--- src/rtl/tlb_pkg.sv ---
// tlb_pkg: entry layout, op codes and kseg bypass constants shared by the TLB files
package tlb_pkg;
   localparam int TLB_ASID_W = 8;
   localparam int TLB_PFN_W = 24;
   localparam logic [1:0] KSEG_SEL = 2'b10;
   localparam logic [2:0] KSEG_PAD = 3'b000;
   typedef enum logic [1:0] {
      TLBWI = 2'd0,
      TLBWR = 2'd1,
      TLBR  = 2'd2,
      TLBP  = 2'd3
   } tlb_op_e;
   typedef struct packed {
      logic [18:0]           vpn2;
      logic [TLB_ASID_W-1:0] asid;
      logic                  g;
      logic [TLB_PFN_W-1:0]  pfn1;
      logic                  d1;
      logic                  v1;
      logic [TLB_PFN_W-1:0]  pfn0;
      logic                  d0;
      logic                  v0;
   } tlb_entry_t;
   function automatic logic entryMatch(input tlb_entry_t e, input logic [18:0] vpn2, input logic [TLB_ASID_W-1:0] asid);
      return (e.vpn2 == vpn2) && (e.g || e.asid == asid);
   endfunction
endpackage

--- src/rtl/tlb_lookup.sv ---
// tlb_lookup: combinational match and even/odd page select for one translation port
module tlb_lookup
   import tlb_pkg::*;
#(
   parameter int ENTRIES = 16,
   parameter int PFN_W = TLB_PFN_W
)(
   input  tlb_entry_t [ENTRIES-1:0] tlb,
   input  logic [31:0]              vaddr,
   input  logic [TLB_ASID_W-1:0]    curAsid,
   output logic [31:0]              paddr,
   output logic                     miss,
   output logic                     invalid,
   output logic                     dirty
);
   localparam int IW = $clog2(ENTRIES);
   logic hit, odd, v, d, bypass;
   logic [IW-1:0] sel;
   logic [PFN_W-1:0] pfn;
   logic [PFN_W-21:0] unusedPfnHi;
   always_comb begin
      hit = 1'b0;
      sel = '0;
      for (int i = ENTRIES-1; i >= 0; i--)
         if (entryMatch(tlb[i], vaddr[31:13], curAsid)) begin
            hit = 1'b1;
            sel = i[IW-1:0];
         end
   end
   assign odd = vaddr[12];
   assign pfn = odd ? tlb[sel].pfn1 : tlb[sel].pfn0;
   assign v = odd ? tlb[sel].v1 : tlb[sel].v0;
   assign d = odd ? tlb[sel].d1 : tlb[sel].d0;
   // only the low 20 PFN bits fit a 32-bit physical address
   assign unusedPfnHi = pfn[PFN_W-1:20];
   assign bypass = vaddr[31:30] == KSEG_SEL;
   assign paddr = bypass ? {KSEG_PAD, vaddr[28:0]} : hit ? {pfn[19:0], vaddr[11:0]} : 32'h0;
   assign miss = !bypass && !hit;
   assign invalid = !bypass && hit && !v;
   assign dirty = bypass || (hit && d);
endmodule

--- src/rtl/tlb_asid.sv ---
// tlb_asid: ASID-tagged joint TLB with registered multi-port lookup and a two-cycle maintenance op FSM
module tlb_asid
   import tlb_pkg::*;
#(
   parameter int ENTRIES = 16,
   parameter int PORTS = 2,
   parameter int ASID_W = TLB_ASID_W,
   parameter int PFN_W = TLB_PFN_W
)(
   input  logic                         clk,
   input  logic                         rst,
   input  logic                         op_valid,
   output logic                         op_ready,
   input  logic [1:0]                   op_code,
   input  logic [$clog2(ENTRIES)-1:0]   op_index,
   input  tlb_entry_t                   op_entry,
   input  logic [ASID_W-1:0]            cur_asid,
   input  logic [$clog2(ENTRIES)-1:0]   wired,
   output logic                         op_done,
   output tlb_entry_t                   rd_entry,
   output logic [$clog2(ENTRIES)-1:0]   probe_index,
   output logic                         probe_miss,
   input  logic [PORTS-1:0][31:0]       lk_vaddr,
   output logic [PORTS-1:0][31:0]       lk_paddr,
   output logic [PORTS-1:0]             lk_miss,
   output logic [PORTS-1:0]             lk_invalid,
   output logic [PORTS-1:0]             lk_dirty
);
   localparam int IW = $clog2(ENTRIES);
   localparam logic [IW-1:0] TOP_IDX = IW'(ENTRIES-1);
   localparam logic [0:0] IDLE = 1'b0;
   localparam logic [0:0] EXEC = 1'b1;
   logic [0:0] state;
   tlb_entry_t [ENTRIES-1:0] tlb;
   tlb_entry_t opEntry;
   logic [IW-1:0] opIdx, random, wiredQ, pIdx;
   logic opWrite, pHit, accept;
   logic [PORTS-1:0][31:0] paddrC;
   logic [PORTS-1:0] missC, invalidC, dirtyC;
   assign op_ready = state == IDLE;
   assign op_done = state == EXEC;
   assign accept = op_ready && op_valid;
   always_comb begin
      pHit = 1'b0;
      pIdx = '0;
      for (int i = ENTRIES-1; i >= 0; i--)
         if (entryMatch(tlb[i], op_entry.vpn2, cur_asid)) begin
            pHit = 1'b1;
            pIdx = i[IW-1:0];
         end
   end
   always_ff @(posedge clk or posedge rst)
      if (rst) begin
         state <= IDLE;
         tlb <= '0;
         opEntry <= '0;
         opIdx <= '0;
         opWrite <= 1'b0;
         random <= TOP_IDX;
         wiredQ <= '0;
         rd_entry <= '0;
         probe_index <= '0;
         probe_miss <= 1'b0;
         lk_paddr <= '0;
         lk_miss <= '0;
         lk_invalid <= '0;
         lk_dirty <= '0;
      end else begin
         state <= accept ? EXEC : IDLE;
         wiredQ <= wired;
         // a wired change restarts the random window from the top
         random <= (wired != wiredQ || random <= wired) ? TOP_IDX : random - IW'(1);
         if (accept) begin
            opWrite <= op_code == TLBWI || op_code == TLBWR;
            opIdx <= (op_code == TLBWR) ? random : op_index;
            opEntry <= op_entry;
         end
         if (accept && op_code == TLBR) rd_entry <= tlb[op_index];
         if (accept && op_code == TLBP) begin
            probe_index <= pIdx;
            probe_miss <= !pHit;
         end
         if (op_done && opWrite) tlb[opIdx] <= opEntry;
         lk_paddr <= paddrC;
         lk_miss <= missC;
         lk_invalid <= invalidC;
         lk_dirty <= dirtyC;
      end
   for (genvar p = 0; p < PORTS; p++) begin : gPort
      tlb_lookup #(.ENTRIES(ENTRIES), .PFN_W(PFN_W)) uLookup (
         .tlb(tlb),
         .vaddr(lk_vaddr[p]),
         .curAsid(cur_asid),
         .paddr(paddrC[p]),
         .miss(missC[p]),
         .invalid(invalidC[p]),
         .dirty(dirtyC[p])
      );
   end
endmodule

--- config.mk ---
export PLATFORM = sky130hd
export DESIGN_NAME = tlb_asid
export DESIGN_NICKNAME = d
export VERILOG_FILES = /design/src/rtl/tlb_pkg.sv /design/src/rtl/tlb_lookup.sv /design/src/rtl/tlb_asid.sv
export SDC_FILE = /design/constraint.sdc
export NUM_CORES = 2
export LEC_CHECK = 0
export ABC_AREA = 1
export ABC_CLOCK_PERIOD_IN_PS = 45000
export BUFFER_PORTS_ARGS = -buffer_cell sky130_fd_sc_hd__buf_2
export CAP_MARGIN = 40
export CORE_ASPECT_RATIO = 0.8
export CORE_MARGIN = 2
export CORE_UTILIZATION = 43
export CTS_CLUSTER_DIAMETER = 100
export CTS_CLUSTER_SIZE = 28
export DETAILED_ROUTE_END_ITERATION = 10
export PLACE_DENSITY_LB_ADDON = 0.2
export SLEW_MARGIN = 20
export SYNTH_ARGS = -nofsm -noshare
export SYNTH_HDL_FRONTEND = slang
export SYNTH_SLANG_ARGS = --single-unit
--- constraint.sdc ---
create_clock -name clk -period 45 [get_ports clk]
set_clock_uncertainty 0.15 [all_clocks]
set_input_delay 0 -clock clk [delete_from_list [all_inputs] [get_ports clk]]
set_output_delay 0 -clock clk [all_outputs]
set_load 0.02 [all_outputs]
==> Word-level counts from Yosys, hierarchy flattened <==
Index checks and enable logic that the tools add are counted.
{ "word_totals": {"register_bits": 1529, "output_inout_bits": 157, "wordCells": 459} }
{ "op_classes": {"n_addsub": 1, "magnitude_cmp": 6, "n_eq_ne": 70, "mux": 118, "n_bitwise": 1, "n_reduce_logical": 89} }
{ "ops": {"columns": ["op", "n"], "rows": [
  ["1280-bit bitwise mux", 1],
  ["80-bit binary-select mux with 4-bit select", 3],
  ["19-bit == test", 48],
  ["80-bit demux with 4-bit select", 1],
  ["4-bit 2-to-1 mux", 50],
  ["80-bit 2-to-1 mux", 2],
  ["8-bit == test", 16],
  ["32-bit 2-to-1 mux", 4],
  ["48-bit 2-to-1 mux", 2],
  ["1-bit logical AND", 61],
  ["1-bit 2-to-1 mux", 53],
  ["20-bit 2-to-1 mux", 2],
  ["1-bit logical OR", 20],
  ["4-bit by 5-bit < comparator with 1-bit output (second input constant)", 4],
  ["2-bit == test (second input constant)", 4],
  ["1-bit logical NOT", 7],
  ["4-bit by 1-bit >= comparator with 1-bit output (second input constant)", 1],
  ["4-bit <= comparator", 1],
  ["4-bit inequality test", 1],
  ["4-bit by 1-bit subtractor with 4-bit output (second input constant)", 1],
  ["2-bit by 1-bit == test with 1-bit output (second input constant)", 1],
  ["2-bit logical NOT", 1],
  ["1-bit NOT", 1]
]} }

==> Longest topological paths before layout <==
{ "logic_depth": {"ltp_word": 24, "mapped_depth": 35, "depth_no_buf": 32} }

==> By module <==
From an unflattened synthesis, not the netlist that was laid out.
{ "unflattened": {"hier_cells": 13485, "area_unflattened_um2": 97347.1} }
{ "modules_own_cells": {"columns": ["mod", "n_inst", "cells_each", "area_each_um2"], "rows": [
  ["tlb_asid", 1, 8127, 69780.7],
  ["tlb_lookup", 2, 2679, 13783.2]
]} }

==> Worst setup path after synthesis <==
OpenSTA, ideal clock, no wires.
{ "synth_path": {"kind": "register to register", "start": "register tlb[943] (netlist name)", "end": "register lk_paddr[50] in the netlist's numbering", "setup_ps": 118, "arrival_ps": 2568, "t_required_ps": 44732, "path_slack_ps": 42164, "path_stages_with_launch": 31, "path_cell_list": "dfrtp_1 > clkbuf_1 > xor2_1 > a21oi_1 > nand2_1 > nor3_1 > nand2_1 > nor2_1 > nand2_1 > nand2_1 > nand2_1 > nand2_1 > nand2_1 > nand2_1 > nand2_1 > nand2_1 > nand2_1 > nand2_1 > nand2_1 > nand2_4 > nand2_8 > buf_6 > buf_4 > nand2_1 > nand3_1 > nand3_1 > nand3_1 > nand2_1 > nand2_1 > nand3_1 > nand2_1"} }
{ "synth_via": {"elab_chain_len": 19, "word_cells_on_any_way": 31, "classes_between": "1 x eq/ne; 29 x mux; 1 x reduce/logical"} }
{ "synth_lines": {"columns": ["element", "line", "source"], "rows": [
  ["19-bit == test *", "tlb_pkg.sv:25", "return (e.vpn2 == vpn2) && (e.g || e.asid == asid);"],
  ["1-bit logical AND *", "tlb_pkg.sv:25", null],
  ["4-bit 2-to-1 mux (12 in a row)", "tlb_lookup.sv:25", "if (entryMatch(tlb[i], vaddr[31:13], curAsid)) begin"],
  ["80-bit binary-select mux with 4-bit select", "tlb_lookup.sv:31", "assign pfn = odd ? tlb[sel].pfn1 : tlb[sel].pfn0;"],
  ["48-bit 2-to-1 mux (implied by the code)", "tlb_lookup.sv:31", null],
  ["20-bit 2-to-1 mux", "tlb_lookup.sv:31", null],
  ["32-bit 2-to-1 mux * (2 in a row)", "tlb_lookup.sv:37", "assign paddr = bypass ? {KSEG_PAD, vaddr[28:0]} : hit ? {pfn[19:0], vaddr[11:0]} : 32'h0;"],
  ["via gPort[1].uLookup.paddr[18]", "tlb_lookup.sv:11", "output logic [31:0] paddr,"],
  ["end signal: assignment", "tlb_asid.sv:84", "lk_paddr <= paddrC;"],
  ["end: declaration", "tlb_asid.sv:24", "output logic [PORTS-1:0][31:0] lk_paddr,"]
]} }
The timed path passes the listed nets; every way through them passes the cells marked *. The select of a mux whose other input is x is not followed.
A chain may end at the register's enable or synchronous reset.

==> Final worst setup path <==
{ "layout_path": {"start": "register tlb[941] (netlist name)", "end": "register lk_paddr[19] in the netlist's numbering"} }
{ "layout_via": {"elab_chain_len": 19, "word_cells_on_any_way": 31, "classes_between": "1 x eq/ne; 29 x mux; 1 x reduce/logical"} }
{ "layout_lines": {"columns": ["element", "line"], "rows": [
  ["19-bit == test *", "tlb_pkg.sv:25"],
  ["1-bit logical AND *", "tlb_pkg.sv:25"],
  ["4-bit 2-to-1 mux (12 in a row)", "tlb_lookup.sv:25"],
  ["80-bit binary-select mux with 4-bit select", "tlb_lookup.sv:31"],
  ["48-bit 2-to-1 mux (implied by the code)", "tlb_lookup.sv:31"],
  ["20-bit 2-to-1 mux", "tlb_lookup.sv:31"],
  ["32-bit 2-to-1 mux * (2 in a row)", "tlb_lookup.sv:37"],
  ["via gPort[0].uLookup.paddr[19]", "tlb_lookup.sv:11"]
]} }
Marks and branches as above.

==> metrics <==
outcome=finished, final reports clean; 1st-iter DRT viols=17950; H-tree depth=3; Tot GR Track Use=0.4107; largest net degree at the start of global routing=191; WP data required=45.57 ns; initial antenna violation count=35; busiest grt layer=met1; f_max=0.1350 GHz; Hold Crit Class=in -> reg; drt pass-1 iters=10; Yosys reg bits=1529; Ys Warns=0; clk buf depth=3; # fillers=21670; drt wl/cell=30.05 um; most used cell, CP=nand2_1; minimum clock period=7.406 ns; Die ar.=221900 sq um; Worst slew margin=0.2391; crit path max fanout=78; slowest CP cell=xnor2_1; GRT overflow=0; Post-DP HPWL=298200 um; Core Area=217100 sq um; initial core utilization=0.4320; Rows=153; vias per cell=6.428; first-pass GRT wire length=672700 um; fin. max-slew vios=0; Remaining DRCs=0; clock root cell=clkbuf_16; total CTS buffers=71; mapped cell area=93790 sq um; max_cap viols=0; syn avg cell area=7.184 sq um; DRT antenna net count=0; EDFF count, synth=0; crit share post-route=0.1646; VDD IR-drop max=0.02959 mV; Finished Core Util=0.4700; power density over the cells=47.11 nW/um^2; Synth Area in Simple Gates=0.2992; layout cells sized above 1=0.06626; total negative slack=0 ns; ys async rst share=1.000; WP data arrival=7.98 ns; clk_lat worst skew=0.81 ns; slowest stage delay, CP=0.82 ns; Post-Synth Adder-Cell Area=0.0006670; Layout area overhead=8.779%; CTS tree=done; I/O Buffers=321; Worst Max-Slew Pin Slew=1.141 ns; via count=100600; # IOs=322; Clk pin slew, worst setup/hold paths=0.12 ns; WS Path Type=reg -> reg; Placed Area=96620 sq um; # setup viols final=0; Die W=526.2 um; Post-CTS Resized=0; nets@finish=12910; RePlAce Congestion=1.066; post-CTS setup buffers=0; post-synthesis mux area share=0; CTS sink count=1529; final instance area=102000 sq um; post-synthesis cell type count=57; M2 GR Usage=0.5658; synthesized instance count=13060; Top FF cell, synth=dfrtp_1; Final Hold Fails=0; Routed WL=470300 um; Pwr Total=4807 uW; number of global-route vias before repair=91180; synthesized net count=13230; Setup crit start kind=register; Die Y=421.7 um; Compound-Gate Fraction of Synth Area=0.1532; largest family of logic cells by synthesized area=simple AND/OR/NAND/NOR gates; CP Capture Type=register; sequential share of the synthesized area=0.4080; post-synthesis xor/xnor area fraction=0.06546; met1 Use GR=0.5727; routing usage on met3=0.1443; RSZ-0062 raised after global routing=false; Lkg Pwr=0.04468 uW
## repair_timing
| action | in CTS | in global routing |
|---|---|---|
| hold endpoints to repair | 379 | 0 |
| setup endpoints to repair | 0 | 0 |
| hold buffers | 258 | 0 |
## stage by stage
step	instances	setup slack, ns	hold slack, ns
after floorplan	13060	1.722	-0.1186
after global placement	15180	37.85	-0.00003857
after detailed placement	15240	37.78	0.007320
after CTS	15600	37.77	0.001180
after global routing	15640	37.52	0.04055
final	15650	37.59	0.04975
## per-layer routing
layer	up-vias	part of all wire	wire length [um]
met5	-	0.00041	195
li1	43070	-	-
met4	27	0.055	25720
met3	1303	0.15	69570
met1	48550	0.40	187600
met2	7626	0.40	187200
## registers in the layout (all words and copies together) (netlist names)
signal,count
random,4
opIdx,4
lk_dirty,2
op_done,1
wiredQ,4
lk_miss,2
rd_entry,80
opEntry,80
tlb,1280
lk_paddr,64
probe_index,4
probe_miss,1
opWrite,1
lk_invalid,2
## worst max-delay path, delay by kind of cell, from the launching register on
family / cells / cell delay [ns]
xor+xnor: 1 / 0.82
buf+inv: 3 / 1.66
flops: 1 / 0.50
simple gates: 24 / 3.96
## Yosys cell counts, types with 26 or more instances
cell type | count | area share
inv_2 | 37 | 0.0015
xnor2_1 | 347 | 0.032
nor3_1 | 96 | 0.0051
a31oi_1 | 83 | 0.0055
xor2_1 | 354 | 0.033
dfrtp_1 | 1525 | 0.41
buf_2 | 245 | 0.013
or2_2 | 56 | 0.0037
nor4_1 | 77 | 0.0051
o221ai_1 | 190 | 0.018
buf_1 | 63 | 0.0025
buf_4 | 60 | 0.0048
o21ai_0 | 2079 | 0.11
nand4_1 | 126 | 0.0084
a21oi_1 | 144 | 0.0077
buf_6 | 26 | 0.0031
nor2_1 | 921 | 0.037
nand2_1 | 3116 | 0.12
nand3_1 | 2102 | 0.11
inv_1 | 377 | 0.015
o22ai_1 | 91 | 0.0061
clkbuf_1 | 825 | 0.033
## report_power, final
group | total (uW) | switching [uW] | leakage (uW) | internal [uW]
registers | 2360 | 577 | 0.0201 | 1780
clock network | 837 | 524 | 0.00104 | 314
logic | 1610 | 1010 | 0.0236 | 603
## layout make-up
type / count / area (sq um) / share of cell area
clock inverter: 24 / 329.1 / 0.003225
antenna: 14 / 35.03 / 0.0003434
tap: 2867 / 3587 / 0.03516
timing repair buffer: 836 / 7336 / 0.07190
multi-input combinational: 9884 / 49000 / 0.4803
clock buffer: 74 / 1829 / 0.01793
sequential: 1529 / 38270 / 0.3751
inverter: 420 / 1642 / 0.01609
## cell families after synthesis
family                   count (synthesis)
AO/OA/AOI/OAI                         2648
XOR/XNOR                               701
adder cells (fa/ha/maj)                  5
buffers and inverters                 1642
flip-flops                            1529
AND/OR/NAND/NOR                       6530
## layout by cell type (no fill, tap or decap), types with 11 or more instances in the layout
cell type	count
a21oi_1	144
a31oi_1	83
buf_12	33
buf_16	39
buf_2	323
buf_4	171
clkbuf_16	72
dfrtp_1	1525
diode_2	14
dlygate4sd3_1	258
inv_1	372
inv_2	34
nand2_1	3107
nand2_4	11
nand3_1	2099
nand4_1	126
nor2_1	916
nor3_1	94
nor4_1	51
nor4_2	28
o211ai_1	22
o21ai_0	2079
o221ai_1	190
o22ai_1	91
or2_2	56
xnor2_1	347
xor2_1	354
## final timing paths
kind | to | depth (start not counted) | from | slack [ns]
max | lk_paddr[19] | 28 | tlb[941] | 37.59
min | opWrite | 5 | op_code[1] | 0.05
max reg2reg | lk_paddr[19] | 28 | tlb[941] | 37.59
min reg2reg | random[0] | 1 | random[0] | 0.34
max in group asynchronous | tlb[938] | 10 | rst | 40.57
min in group asynchronous | lk_paddr[33] | 4 | rst | 0.24
Note: power is estimated with default switching activity, not from simulation.
